==> config.mk <==
export PLATFORM = sky130hd
export DESIGN_NAME = reg_writeback_unit_flat
export DESIGN_NICKNAME = d
export VERILOG_FILES = /design/src/rtl/reg_writeback_unit_pkg.sv /design/src/rtl/reg_writeback_unit_if.sv /design/src/rtl/reg_writeback_unit_load_queue.sv /design/src/rtl/reg_writeback_unit.sv /design/src/flat_wrapper.sv
export SDC_FILE = /design/constraint.sdc
export NUM_CORES = 1
export LEC_CHECK = 0
export BUFFER_PORTS_ARGS = -buffer_cell sky130_fd_sc_hd__buf_2
export CAP_MARGIN = 20
export CORE_MARGIN = 10
export CORE_UTILIZATION = 50
export CTS_CLUSTER_SIZE = 16
export DETAILED_ROUTE_END_ITERATION = 8
export HOLD_SLACK_MARGIN = 0.08
export PLACE_DENSITY = 0.75
export SLEW_MARGIN = 25
export SYNTH_ARGS = -nofsm -noshare
export SYNTH_HDL_FRONTEND = slang
export SYNTH_SLANG_ARGS = --single-unit
==> constraint.sdc <==
create_clock -name clk -period 3.87 [get_ports clk]
set_clock_uncertainty 0.05 [all_clocks]
set_input_delay 0.774 -clock clk [delete_from_list [all_inputs] [get_ports clk]]
set_output_delay 0.774 -clock clk [all_outputs]
set_load 0.05 [all_outputs]
==> src/rtl/reg_writeback_unit_pkg.sv <==
// reg_writeback_unit_pkg: shared widths, idle write select and load-queue entry type.
package reg_writeback_unit_pkg;
    localparam int REG_W = 5;
    localparam int DATA_W = 32;
    localparam logic [REG_W:0] WB_IDLE_SEL = 6'b100000;

    typedef struct packed {
        logic [REG_W-1:0]  dest;
        logic [DATA_W-1:0] data;
    } ld_entry_t;

    // r0 is hardwired, so any write to it collapses to the idle select
    function automatic logic [REG_W:0] gpr_sel(input logic [REG_W-1:0] dest);
        return (dest == '0) ? WB_IDLE_SEL : {1'b0, dest};
    endfunction
endpackage

==> src/rtl/reg_writeback_unit_if.sv <==
// reg_writeback_unit_if: ALU/load/branch request inputs and register-file/PC writeback outputs.
interface reg_writeback_unit_if;
    import reg_writeback_unit_pkg::*;
    logic              alu_valid;
    logic [REG_W-1:0]  alu_dest;
    logic [DATA_W-1:0] alu_data;
    logic              ld_issue;
    logic [REG_W-1:0]  ld_issue_dest;
    logic              ld_valid;
    logic [REG_W-1:0]  ld_dest;
    logic [DATA_W-1:0] ld_data;
    logic              ld_ready;
    logic              branch_valid;
    logic [DATA_W-1:0] branch_target;
    logic [REG_W-1:0]  read_a;
    logic [REG_W-1:0]  read_b;
    logic [REG_W:0]    write_sel;
    logic [DATA_W-1:0] data_in;
    logic              pc_write;
    logic [DATA_W-1:0] program_counter;
    logic              stall;

    modport master (
        output alu_valid, alu_dest, alu_data, ld_issue, ld_issue_dest,
               ld_valid, ld_dest, ld_data, branch_valid, branch_target, read_a, read_b,
        input  ld_ready, write_sel, data_in, pc_write, program_counter, stall
    );
    modport slave (
        input  alu_valid, alu_dest, alu_data, ld_issue, ld_issue_dest,
               ld_valid, ld_dest, ld_data, branch_valid, branch_target, read_a, read_b,
        output ld_ready, write_sel, data_in, pc_write, program_counter, stall
    );
endinterface

==> src/rtl/reg_writeback_unit_load_queue.sv <==
// wb_load_queue: synchronous FIFO of returned loads; caller never pushes when full or pops when empty.
module wb_load_queue
    import reg_writeback_unit_pkg::*;
#(
    parameter int DEPTH = 4
) (
    input  logic      clk,
    input  logic      reset,
    input  logic      push,
    input  ld_entry_t push_entry,
    input  logic      pop,
    output ld_entry_t head,
    output logic      full,
    output logic      empty
);
    localparam int AW = $clog2(DEPTH);
    ld_entry_t mem [DEPTH];
    logic [AW-1:0] wr_ptr, rd_ptr;
    logic [AW:0] count;

    assign full = count == (AW+1)'(DEPTH);
    assign empty = count == '0;
    assign head = mem[rd_ptr];

    always_ff @(posedge clk or negedge reset) begin
        if (!reset) begin
            wr_ptr <= '0;
            rd_ptr <= '0;
            count <= '0;
        end else begin
            wr_ptr <= wr_ptr + AW'(push);
            rd_ptr <= rd_ptr + AW'(pop);
            count <= count + (AW+1)'(push) - (AW+1)'(pop);
        end
    end

    always_ff @(posedge clk)
        if (push) mem[wr_ptr] <= push_entry;
endmodule

==> src/rtl/reg_writeback_unit.sv <==
// reg_writeback_unit: GPR/PC writeback with a load-return queue and load-pending scoreboard.
// Define WB_LOAD_BYPASS_EN to drop stall in the cycle a load is presented on write_sel.
module reg_writeback_unit
    import reg_writeback_unit_pkg::*;
#(
    parameter int LQ_DEPTH = 4
) (
    input logic clk,
    input logic reset,
    reg_writeback_unit_if.slave wb
);
    logic ld_fire, take_ld, q_push, q_pop, q_full, q_empty, load_commit;
    logic [REG_W-1:0] commit_dest;
    logic [31:0] pending, set_vec, clr_vec, visible;
    logic [REG_W:0] sel_nxt;
    ld_entry_t in_entry, q_head, ld_head;

    assign ld_fire = wb.ld_valid & wb.ld_ready;
    assign wb.ld_ready = ~q_full;
    assign in_entry = '{dest: wb.ld_dest, data: wb.ld_data};
    // an empty queue forwards the incoming load straight to the write port
    assign ld_head = q_empty ? in_entry : q_head;
    assign take_ld = ~wb.alu_valid & (~q_empty | ld_fire);
    assign q_pop = take_ld & ~q_empty;
    assign q_push = ld_fire & ~(q_empty & ~wb.alu_valid);
    assign sel_nxt = wb.alu_valid ? gpr_sel(wb.alu_dest) : take_ld ? gpr_sel(ld_head.dest) : WB_IDLE_SEL;
    assign set_vec = wb.ld_issue ? (32'd1 << wb.ld_issue_dest) & ~32'd1 : '0;
    assign clr_vec = load_commit ? 32'd1 << commit_dest : '0;
`ifdef WB_LOAD_BYPASS_EN
    assign visible = pending & ~clr_vec;
`else
    assign visible = pending;
`endif
    assign wb.stall = visible[wb.read_a] | visible[wb.read_b];

    wb_load_queue #(.DEPTH(LQ_DEPTH)) u_queue (
        .clk(clk),
        .reset(reset),
        .push(q_push),
        .push_entry(in_entry),
        .pop(q_pop),
        .head(q_head),
        .full(q_full),
        .empty(q_empty)
    );

    // set_vec is applied after the clear so a re-issue in the commit cycle keeps the bit
    always_ff @(posedge clk or negedge reset) begin
        if (!reset) begin
            pending <= '0;
            load_commit <= 1'b0;
            commit_dest <= '0;
            wb.write_sel <= WB_IDLE_SEL;
            wb.data_in <= '0;
            wb.pc_write <= 1'b0;
            wb.program_counter <= '0;
        end else begin
            pending <= (pending & ~clr_vec) | set_vec;
            load_commit <= take_ld;
            commit_dest <= ld_head.dest;
            wb.write_sel <= sel_nxt;
            wb.data_in <= sel_nxt[REG_W] ? '0 : wb.alu_valid ? wb.alu_data : ld_head.data;
            wb.pc_write <= wb.branch_valid;
            if (wb.branch_valid) wb.program_counter <= wb.branch_target;
        end
    end
endmodule

==> src/flat_wrapper.sv <==
// flat-port wrapper written by rule: the top's interface ports become plain ports
module reg_writeback_unit_flat import reg_writeback_unit_pkg::*;
#(
    parameter int LQ_DEPTH = 4
)
  (clk, reset, wb_alu_valid, wb_alu_dest, wb_alu_data, wb_ld_issue, wb_ld_issue_dest, wb_ld_valid, wb_ld_dest, wb_ld_data, wb_branch_valid, wb_branch_target, wb_read_a, wb_read_b, wb_ld_ready, wb_write_sel, wb_data_in, wb_pc_write, wb_program_counter, wb_stall);
  reg_writeback_unit_if wb_i ();
  input logic clk;
  input logic reset;
  input wire logic [$bits(wb_i.alu_valid)-1:0] wb_alu_valid;
  input wire logic [$bits(wb_i.alu_dest)-1:0] wb_alu_dest;
  input wire logic [$bits(wb_i.alu_data)-1:0] wb_alu_data;
  input wire logic [$bits(wb_i.ld_issue)-1:0] wb_ld_issue;
  input wire logic [$bits(wb_i.ld_issue_dest)-1:0] wb_ld_issue_dest;
  input wire logic [$bits(wb_i.ld_valid)-1:0] wb_ld_valid;
  input wire logic [$bits(wb_i.ld_dest)-1:0] wb_ld_dest;
  input wire logic [$bits(wb_i.ld_data)-1:0] wb_ld_data;
  input wire logic [$bits(wb_i.branch_valid)-1:0] wb_branch_valid;
  input wire logic [$bits(wb_i.branch_target)-1:0] wb_branch_target;
  input wire logic [$bits(wb_i.read_a)-1:0] wb_read_a;
  input wire logic [$bits(wb_i.read_b)-1:0] wb_read_b;
  output wire logic [$bits(wb_i.ld_ready)-1:0] wb_ld_ready;
  output wire logic [$bits(wb_i.write_sel)-1:0] wb_write_sel;
  output wire logic [$bits(wb_i.data_in)-1:0] wb_data_in;
  output wire logic [$bits(wb_i.pc_write)-1:0] wb_pc_write;
  output wire logic [$bits(wb_i.program_counter)-1:0] wb_program_counter;
  output wire logic [$bits(wb_i.stall)-1:0] wb_stall;
  assign wb_i.alu_valid = wb_alu_valid;
  assign wb_i.alu_dest = wb_alu_dest;
  assign wb_i.alu_data = wb_alu_data;
  assign wb_i.ld_issue = wb_ld_issue;
  assign wb_i.ld_issue_dest = wb_ld_issue_dest;
  assign wb_i.ld_valid = wb_ld_valid;
  assign wb_i.ld_dest = wb_ld_dest;
  assign wb_i.ld_data = wb_ld_data;
  assign wb_i.branch_valid = wb_branch_valid;
  assign wb_i.branch_target = wb_branch_target;
  assign wb_i.read_a = wb_read_a;
  assign wb_i.read_b = wb_read_b;
  assign wb_ld_ready = wb_i.ld_ready;
  assign wb_write_sel = wb_i.write_sel;
  assign wb_data_in = wb_i.data_in;
  assign wb_pc_write = wb_i.pc_write;
  assign wb_program_counter = wb_i.program_counter;
  assign wb_stall = wb_i.stall;
  reg_writeback_unit #(.LQ_DEPTH(LQ_DEPTH)) u_core (.clk(clk), .reset(reset), .wb(wb_i));
endmodule
==> qor.csv <==
metric,value,unit
run status,finished clean,
multi-input combinational cell area,3290,um2
DP HPWL,17.6,mm
sequential area share after synthesis,0.679,
drt pass-1 iters,5,
root buffer cell,clkbuf_16,
Least-Margin Pin Slew,968,ps
IO Pins,200,
DP Area,12100,um2
Synth Area in Simple Gates,0.0679,
combinational power share,0.330,
CTS tree,yes,
routed vias,6852,
"flops & latches, synth",264,
GRT Resource Usage Total,0.180,
Setup Total Neg Slack,0,ps
RSZ-0062 raised after global routing,no,
Syn Std Cell Area,10800,um2
final setup vio count,0,
worst relative slew slack,0.355,
"Top FF cell, synth",edfxtp_1,
CP Launch Type,input port,
Leak,5.16,nW
Post-synth EDFFs,148,
final slew viol count,0,
Setup Buffers After CTS,0,
Required @ worst endpoint,3050,ps
Max Clk Rate,299,MHz
share of layout cells above drive strength 1,0.374,
TritonCTS Sinks,264,
CP Capture Type,output pin,
Synth Instances,726,
Total Power,0.0101,W
core area,21200,um2
die height,167,um
area of the die,27900,um2
worst min-delay path class,input port to asynchronous set/reset pin,
Crit Path Category,input port to output pin,
Max Root-Sink Buffers,3,
Compound-Gate Fraction of Synth Area,0.0732,
"Reg clk slew, reported paths",60,ps
switch share,0.358,
worst vdd ir,0.000454,V
P&R area growth vs syn,20.3,%
count of cell types in the netlist,45,
synth warn,0,
Post-synth ARST share,0.439,
minimum clock period,3350,ps
syn_nets,856,
Routed WL,25.6,mm
Synth Area in Adders,0.00416,
number of port buffers,199,
grt total ovfl,0,
Max Cap Viol,0,
placer congestion estimate,0.919,
cts bufs inserted,27,
vias in the first global route,7202,
Die Wd,167,um
post-synthesis mux area share,0.151,
placed insts,1174,
fill count,1569,
Flop pwr share,0.418,
crit-path max FO,8,
Detail Route Antenna Nets,0,
"commonest non-fill, non-tap cells in the layout","198 x buf_2, 148 x edfxtp_1, 113 x dfrtp_1",
per-cell routed wire length,20.8,um
H-tree levels,1,
largest family of logic cells by synthesized area,multiplexers,
Post-Synth XOR/XNOR Area,0.00405,
Avg Vias per Cell,5.58,
Post-CTS Hold Fix Bufs,0,
antenna violations before repair,6,
Post-layout nets,1058,
total internal power,0.00649,W
Starting Density,0.511,
Tcrit/Tclk final,0.865,
DRC errors left,0,
pin count of the biggest net entering global routing,73,
design area,13000,um2
Reg area,7350,um2
Mean Syn Cell Area,14.9,um2
Clock power frac,0.251,
Sw Pwr,0.00361,W
DRT iter0 DRCs,532,
Worst EP arrival,2520,ps
"most common cell after layout, fill and taps aside",buf_2,
Final Hold Viols,0,
clk_lat worst skew,550,ps
Rows,53,
PD cells,777,nW/um2
fin cells,1229,
CTS resizes,0,
first-pass GRT wire length,40.3,mm
-- critical path, cell delays in order --
cell and delay (ps):
buf_2 230, mux4_2 550, mux2_2 270, nand2_1 60, o211ai_1 100, a221o_1 320
buf_2 210
-- registers in the layout, indices dropped and copies added (netlist names) --
name / cells
u_core.commit_dest: 5
u_core.load_commit: 1
u_core.pending: 32
u_core.u_queue.count: 3
u_core.u_queue.mem: 148
u_core.u_queue.rd_ptr: 2
u_core.u_queue.wr_ptr: 2
u_core.wb.data_in: 32
u_core.wb.pc_write: 1
u_core.wb.program_counter: 32
u_core.wb.write_sel: 6
-- stage by stage --
| step | hold WS [ps] | setup WS [ps] | util |
|---|---|---|---|
| floorplan | 428 | 449 | - |
| global placement | 434 | 532 | 0.573 |
| detailed placement | 441 | 510 | 0.573 |
| CTS | 339 | 511 | 0.614 |
| global route | 379 | 405 | 0.614 |
| finish | 309 | 521 | 0.615 |
-- synth_stat cells (all sizes together), types with 3 or more instances --
cell type	n	area, um2
mux2i	7	70.1
nor2b	5	31.3
buf	17	104
or2	8	50.1
edfxtp	148	4440
xor2	3	26.3
nor2	39	146
nand3b	4	30.0
nand2	84	315
a211oi	3	22.5
mux4	53	1190
a21oi	67	347
nand2b	8	50.1
o31ai	5	37.5
dfrtp	115	2880
inv	9	33.8
clkbuf	21	80.1
nand3	9	45.0
mux2	33	372
o21ai	64	320
-- power groups by stage --
stage	registers [W]	clock network, W	logic, W
finish	0.00423	0.00254	0.00334
global route	0.00430	0.00270	0.00363
CTS	0.00422	0.00260	0.00339
detailed placement	0.00426	0	0.00337
global placement	0.00423	0	0.00332
floorplan	0.00480	0	0.00184
-- per-layer routing --
metal,up-vias,GRT usage,share of wire
met5,-,0,0.00090
met4,4,0.0542,0.024
met1,3389,0.226,0.41
met3,46,0.0548,0.083
met2,284,0.294,0.49
li1,3129,-,-
-- cell type report --
class | instances | share of cell area
Timing Repair Buffer | 211 | 0.0846
Sequential cell | 264 | 0.565
Clock buffer | 42 | 0.0593
Tap cell | 275 | 0.0265
Clock inverter | 8 | 0.00808
Multi-Input combinational cell | 415 | 0.253
Antenna cell | 5 | 0.000962
Inverter | 9 | 0.00260
-- logic make-up after synthesis --
logic type      after synthesis
compound gates              147
xor+xnor                      5
fa+ha+maj                     3
buf+inv                      47
flops                       264
mux                          93
simple gates                167
-- path summary, 6_finish.rpt --
| kind | cells after the start | startpoint | endpoint | slack [ps] |
|---|---|---|---|---|
| setup / recovery | 7 | wb_read_a[0] | wb_stall | 520 |
| hold / removal | 1 | reset | u_core.pending[13] | 310 |
| setup reg to reg | 4 | u_core.u_queue.count[1] | u_core.u_queue.mem[3][6] | 860 |
| hold reg to reg | 1 | u_core.wb.program_counter[27] | u_core.wb.program_counter[27] | 450 |
| max in group asynchronous | 2 | reset | u_core.wb.program_counter[6] | 2570 |
| min in group clk | 1 | wb_ld_data[2] | u_core.u_queue.mem[0][2] | 400 |
No activity file was read; power rests on OpenSTA's default activity.
